**src/rtl/contador_pkg.sv**
```systemverilog
// Shared types and constants for the hex counter slice: FSM state encoding,
// default counter width and the 7-segment glyphs used by the board top.
package contador_pkg;

    typedef enum logic [1:0] {
        IDLE = 2'd0,
        RUN  = 2'd1,
        HOLD = 2'd2,
        DONE = 2'd3
    } estado_t;

    localparam int NBITS_CONTADOR_DEFAULT = 4;

    // Segment order {g,f,e,d,c,b,a}, active high.
    localparam logic [6:0] NUM_0   = 7'h3F;
    localparam logic [6:0] NUM_1   = 7'h06;
    localparam logic [6:0] NUM_2   = 7'h5B;
    localparam logic [6:0] NUM_3   = 7'h4F;
    localparam logic [6:0] NUM_4   = 7'h66;
    localparam logic [6:0] NUM_5   = 7'h6D;
    localparam logic [6:0] NUM_6   = 7'h7D;
    localparam logic [6:0] NUM_7   = 7'h07;
    localparam logic [6:0] NUM_8   = 7'h7F;
    localparam logic [6:0] NUM_9   = 7'h6F;
    localparam logic [6:0] LETRA_A = 7'h77;
    localparam logic [6:0] LETRA_B = 7'h7C;
    localparam logic [6:0] LETRA_C = 7'h39;
    localparam logic [6:0] LETRA_D = 7'h5E;
    localparam logic [6:0] LETRA_E = 7'h79;
    localparam logic [6:0] LETRA_F = 7'h71;

endpackage

```
**src/rtl/tick_divider.sv**
```systemverilog
// Step-rate divider: free-runs 0..TICK_DIV-1 while en, tick high on the last value.
// Latency: tick is combinational from the divider register; no backpressure.
module tick_divider #(
    parameter int TICK_DIV = 1
) (
    input  logic clk_2,
    input  logic reset,
    input  logic en,
    input  logic clear,
    output logic tick
);

    localparam int          W    = (TICK_DIV > 1) ? $clog2(TICK_DIV) : 1;
    localparam logic [W-1:0] LAST = W'(TICK_DIV - 1);

    logic [W-1:0] div_q;

    always_ff @(posedge clk_2) begin
        if (reset || clear) begin
            div_q <= '0;
        end else if (en) begin
            div_q <= (div_q == LAST) ? '0 : div_q + W'(1);
        end
    end

    assign tick = (div_q == LAST);

endmodule

```
**src/rtl/contador_seq_ctrl.sv**
```systemverilog
// Run controller for the hex counter: start/stop/load pulses drive IDLE/RUN/HOLD/DONE sessions.
// Latency: one cycle from command edge to state/count; no backpressure, commands are edge pulses.
module contador_seq_ctrl
    import contador_pkg::*;
#(
    parameter int NBITS_CONTADOR = NBITS_CONTADOR_DEFAULT,
    parameter int TICK_DIV       = 1,
    parameter int RESET_CONTADOR = 0
) (
    input  logic                      clk_2,
    input  logic                      reset,
    input  logic                      start,
    input  logic                      stop,
    input  logic                      load,
    input  logic                      dir,
    input  logic                      wrap_en,
    input  logic [NBITS_CONTADOR-1:0] load_value,
    input  logic [NBITS_CONTADOR-1:0] limit,
    output logic [NBITS_CONTADOR-1:0] count,
    output logic [1:0]                state,
    output logic                      done,
    output logic                      wrap_pulse
);

    localparam int                N         = NBITS_CONTADOR;
    localparam logic [N-1:0]      RESET_VAL = N'(RESET_CONTADOR);
    localparam logic [N-1:0]      ONE       = N'(1);

    logic start_prev, stop_prev, load_prev;
    logic start_edge, stop_edge, load_edge;

    estado_t      state_q, state_nxt;
    logic [N-1:0] count_q, count_nxt;
    logic [N-1:0] base_q, base_nxt;
    logic         wrap_q, wrap_nxt;
    logic         div_en, div_clear, tick;

    // History flops track the inputs during reset too, so a level held through reset is not an edge.
    always_ff @(posedge clk_2) begin
        start_prev <= start;
        stop_prev  <= stop;
        load_prev  <= load;
    end

    assign start_edge = start & ~start_prev;
    assign stop_edge  = stop  & ~stop_prev;
    assign load_edge  = load  & ~load_prev;

    tick_divider #(
        .TICK_DIV (TICK_DIV)
    ) u_tick_divider (
        .clk_2 (clk_2),
        .reset (reset),
        .en    (div_en),
        .clear (div_clear),
        .tick  (tick)
    );

    always_ff @(posedge clk_2) begin
        if (reset) begin
            state_q <= IDLE;
            count_q <= RESET_VAL;
            base_q  <= RESET_VAL;
            wrap_q  <= 1'b0;
        end else begin
            state_q <= state_nxt;
            count_q <= count_nxt;
            base_q  <= base_nxt;
            wrap_q  <= wrap_nxt;
        end
    end

    always_comb begin
        state_nxt = state_q;
        count_nxt = count_q;
        base_nxt  = base_q;
        wrap_nxt  = 1'b0;
        div_en    = 1'b0;
        div_clear = 1'b0;

        if (load_edge) begin
            count_nxt = load_value;
            base_nxt  = load_value;
            div_clear = 1'b1;
            state_nxt = IDLE;
        end else begin
            unique case (state_q)
                IDLE: begin
                    // A coincident stop edge outranks start even though stop alone does nothing here.
                    if (start_edge && !stop_edge) begin
                        state_nxt = RUN;
                        div_clear = 1'b1;
                    end
                end
                RUN: begin
                    if (stop_edge) begin
                        state_nxt = HOLD;
                    end else begin
                        div_en = 1'b1;
                        if (tick) begin
                            if (count_q == limit) begin
                                if (wrap_en) begin
                                    count_nxt = base_q;
                                    wrap_nxt  = 1'b1;
                                end else begin
                                    state_nxt = DONE;
                                end
                            end else begin
                                count_nxt = dir ? count_q - ONE : count_q + ONE;
                            end
                        end
                    end
                end
                HOLD: begin
                    if (stop_edge) begin
                        state_nxt = IDLE;
                    end else if (start_edge) begin
                        state_nxt = RUN;
                    end
                end
                DONE: begin
                    if (stop_edge) begin
                        state_nxt = IDLE;
                    end else if (start_edge) begin
                        count_nxt = base_q;
                        div_clear = 1'b1;
                        state_nxt = RUN;
                    end
                end
                default: state_nxt = IDLE;
            endcase
        end
    end

    assign count      = count_q;
    assign state      = state_q;
    assign done       = (state_q == DONE);
    assign wrap_pulse = wrap_q;

endmodule

```
**config.mk**
```make
export PLATFORM = sky130hd
export DESIGN_NAME = contador_seq_ctrl
export DESIGN_NICKNAME = d
export VERILOG_FILES = /design/src/rtl/contador_pkg.sv /design/src/rtl/tick_divider.sv /design/src/rtl/contador_seq_ctrl.sv
export SDC_FILE = /design/constraint.sdc
export NUM_CORES = 1
export LEC_CHECK = 0
export BUFFER_PORTS_ARGS = -buffer_cell sky130_fd_sc_hd__buf_4
export CORE_MARGIN = 2
export CORE_UTILIZATION = 35
export DETAILED_ROUTE_END_ITERATION = 12
export SYNTH_ARGS = -nofsm -noshare
export SYNTH_HDL_FRONTEND = slang
export SYNTH_SLANG_ARGS = --single-unit
export TNS_END_PERCENT = 1
```
**constraint.sdc**
```tcl
create_clock -name clk_2 -period 3.2 [get_ports clk_2]
set_clock_uncertainty 0.2 [all_clocks]
set_input_delay 0.16 -clock clk_2 [delete_from_list [all_inputs] [get_ports clk_2]]
set_output_delay 0.16 -clock clk_2 [all_outputs]
set_load 0.01 [all_outputs]
```
==> reports/results.txt <==
The signed area change from the synthesized netlist to the final layout is 39.4%. The startpoint identified for the worst register-to-register timing path is count[0]. The library cell used most frequently in the layout, excluding fill and tap cells, is sky130_fd_sc_hd__buf_4.

The floorplan has 16 rows. Following the worst setup path forward leads to its endpoint at count[1]. The sequential standard cell area is 280 µm².

TritonCTS built the clock tree. Using the TritonRoute via totals, the vias-per-cell ratio works out to 4.67. The final setup violation count was 0. By startpoint and endpoint, the worst setup path is classified as in -> reg. Entering global routing, the biggest net connects 11 pins. The cell at the root of the clock tree is sky130_fd_sc_hd__clkbuf_4. Along the worst path, the maximum fanout reaches 9.

The proportion of netlist area held by the largest area contributor came out at 0.368. Standard cell area after detailed placement: 950 µm². Share of the yosys chip area belonging to registers: 0.368.

The final layout contains routed wiring with a total length of 1630 µm. The first global-routing pass estimated 2820 µm of wire. The cell count after synthesis is 83.

The total global routing track utilization is 0.145, and the cell area after synthesis is 762 µm². Counting flops with a built-in enable in the synthesized netlist gives 0. The data arrival time of the worst path was 2.04 ns.

For this block, the via count after detailed routing is 663. The filler cells instantiated in the layout total 200. HPWL after detailed placement: 1200 µm. The logs give 0.216 mV for the maximum resistive drop on vdd and 0 for the total inserted antenna cells.

The post-route standard cell area excluding fillers was 1060 µm². For this run the aggregate overflow at the end of global routing stands at 0. The share of cells above drive strength 1 is 0.270, and the vertical extent of the die is 50.7 µm.

In the layout the commonest cells are sky130_fd_sc_hd__buf_4 (23), sky130_fd_sc_hd__dfxtp_1 (14), sky130_fd_sc_hd__nand2_1 (11), sky130_fd_sc_hd__dlygate4sd3_1 (9), sky130_fd_sc_hd__a21oi_1 (7). The first detailed-routing pass took 4 iterations. The post-synthesis average cell area is 9.18 µm². The flow ran to the end, and the final reports show no timing, DRC or antenna violations. In the final layout, the multi-input gates occupy 444 µm².

The count of nets left with antenna violations once routing finished came out at 0. For the initial DRC count, the log shows 7. The count of cells resized by post-cts repair was 0. The number of cells on the worst reg-to-reg path is 6. In this run, CTS created clock tree buffers numbering 3. The number of H-tree branching levels is 1. Number of slew-limit violations in the final report: 0. Clock tree synthesis found a total of 14 sinks. STA puts the critical path data required time at 3.18 ns. The synthesized design contains 14 register bits.

For the relative max-transition margin, the log shows 0.749. For this run, the leading register cell type out of synthesis is sky130_fd_sc_hd__dfxtp_1. Final period utilization: 0.642. The initial cell density of the core is 0.381, and the number of global-route vias before repair is 630. The top achievable clock speed came out at 487 MHz. Setup repair after global routing left no endpoint under its margin. The number of failing hold endpoints at the final stage came out at 0. During I/O placement, the number of pins put on the boundary was 23.

Routability-driven placement finished with a final weighted congestion of 0.712. During placement, the flow inserted port buffers numbering 22. The tools report the clock latency on the worst-skew pair as 0.27 ns.

For this run, design rule violations remaining after detail routing come to 0. Across the run, the number of max-cap violations was 0. Dividing total power by cell area gives a power density of 377 nW/µm². For the static leakage, the log shows 0.000455 µW.

For the finished layout, the period the worst path requires is 2.05 ns. Reg2reg setup slack: 1.25 ns. In the final timing run, aggregate negative setup slack is 0 ns. The worst flop-to-flop path endpoint is count[2].

The net count of the finished layout is 135. By area the synthesized netlist is led by sky130_fd_sc_hd__dfxtp_1 (37%), sky130_fd_sc_hd__xnor2_1 (6.9%), sky130_fd_sc_hd__nand2_1 (5.4%). For the number of antenna violations at the first check in global routing, the log shows 0. In this run the horizontal extent of the chip is 50.7 µm.

The largest area contributor in the netlist was sky130_fd_sc_hd__dfxtp_1. The die covers 2570 µm². The worst hold path belongs to the class in -> reg.

Synthesis produced a netlist with a net count of 101. The share of synthesized registers carrying an async set or reset is 0, and the floorplan core area is 2000 µm². The critical path starts at load. The count of cell types in the netlist was 31; the maximum root-to-sink buffer count was 2. The tools report the startpoint type of the worst setup path as an input port.

After detailed routing, the average wire length per cell comes to 11.5 µm. The tools report the type of destination of the critical path as a register. The number of synthesis warnings is 0. At the pin with the least slew margin, the transition time is 0.375 ns.

Clock-pin slew was measured on the worst setup and hold paths at 0.08 ns.
==> worst max-delay path: stages <==
cell and delay [ns]:
sky130_fd_sc_hd__dlygate4sd3_1 0.54, sky130_fd_sc_hd__buf_4 0.14, sky130_fd_sc_hd__nor2b_1 0.12, sky130_fd_sc_hd__buf_4 0.17, sky130_fd_sc_hd__or3_4 0.38, sky130_fd_sc_hd__o22ai_4 0.22
sky130_fd_sc_hd__a211oi_1 0.08, sky130_fd_sc_hd__a221oi_1 0.23
==> metal layers <==
layer	global-route usage	routed length (µm)	vias up
met3	0.0298	90	2
met5	0	0	-
li1	-	-	349
met1	0.190	807	290
met2	0.235	713	22
met4	0.0541	14	0
==> worst min path at each step <==
stage | from | end | slack, ns | cells after the start
2_1_floorplan | load | load_prev | -0.01 | 0
3_3_place_gp | stop | stop_prev | 0.07 | 1
3_5_place_dp | stop | stop_prev | 0.07 | 1
4_1_cts | limit[0] | wrap_pulse | 0.17 | 4
5_1_grt | limit[0] | wrap_pulse | 0.23 | 4
6_report | limit[0] | wrap_pulse | 0.18 | 4
==> logic make-up after synthesis <==
kind of cell / count (synthesis) / share of synthesized area
muxes: 2 / 0.0263
and+or+nand+nor: 29 / 0.197
buffers and inverters: 8 / 0.0493
adders and majority gates: 3 / 0.0591
DFF: 14 / 0.368
AOI/OAI and AO/OA: 20 / 0.220
xor gates and xnor gates: 7 / 0.0805
==> synth_stat cells (2+ instances only) <==
| library cell | count |
|---|---|
| sky130_fd_sc_hd__inv_1 | 5 |
| sky130_fd_sc_hd__nor2b_1 | 3 |
| sky130_fd_sc_hd__clkbuf_1 | 2 |
| sky130_fd_sc_hd__xnor2_1 | 6 |
| sky130_fd_sc_hd__mux2i_1 | 2 |
| sky130_fd_sc_hd__a211o_1 | 2 |
| sky130_fd_sc_hd__dfxtp_1 | 14 |
| sky130_fd_sc_hd__ha_1 | 2 |
| sky130_fd_sc_hd__a21oi_1 | 7 |
| sky130_fd_sc_hd__nor2_1 | 4 |
| sky130_fd_sc_hd__nand2b_1 | 2 |
| sky130_fd_sc_hd__nor3_1 | 3 |
| sky130_fd_sc_hd__nand2_1 | 11 |
| sky130_fd_sc_hd__a211oi_1 | 3 |
==> area by class of cell <==
| type | count | area share |
|---|---|---|
| clock buffer | 3 | 0.0212 |
| inverter | 5 | 0.0177 |
| multi-input combinational | 61 | 0.418 |
| sequential | 14 | 0.264 |
| tap | 27 | 0.0318 |
| timing repair buffer | 32 | 0.247 |
==> metrics by stage <==
stage | util | instances | hold WS, ns | setup WS [ns] | power [µW]
final | 0.531 | 142 | 0.181 | 1.15 | 400
after global routing | 0.531 | 142 | 0.226 | 1.03 | 425
after CTS | 0.531 | 142 | 0.175 | 1.16 | 404
after detailed placement | 0.474 | 130 | 0.0737 | 1.29 | 298
after global placement | 0.474 | 130 | 0.0714 | 1.32 | 296
after floorplan | - | 83 | -0.0123 | 1.40 | 262
==> what timing repair did <==
item,4_1_cts,5_1_grt
buffers inserted,0,0
hold endpoints to repair,13,0
hold buffers,9,0
setup endpoints to repair,0,0
==> report_power, final <==
group	internal [µW]	switching [µW]	leakage [µW]
registers	184	8.60	0.000115
logic	59.1	50.6	0.000326
clock network	43.5	54.1	0.0000138
==> sequential cells by signal, indices dropped and copies added (netlist names) <==
| signal | count |
|---|---|
| count | 4 |
| load_prev | 1 |
| state | 2 |
| base_q | 4 |
| start_prev | 1 |
| wrap_pulse | 1 |
| stop_prev | 1 |
Power figures use the tool's default switching activity.
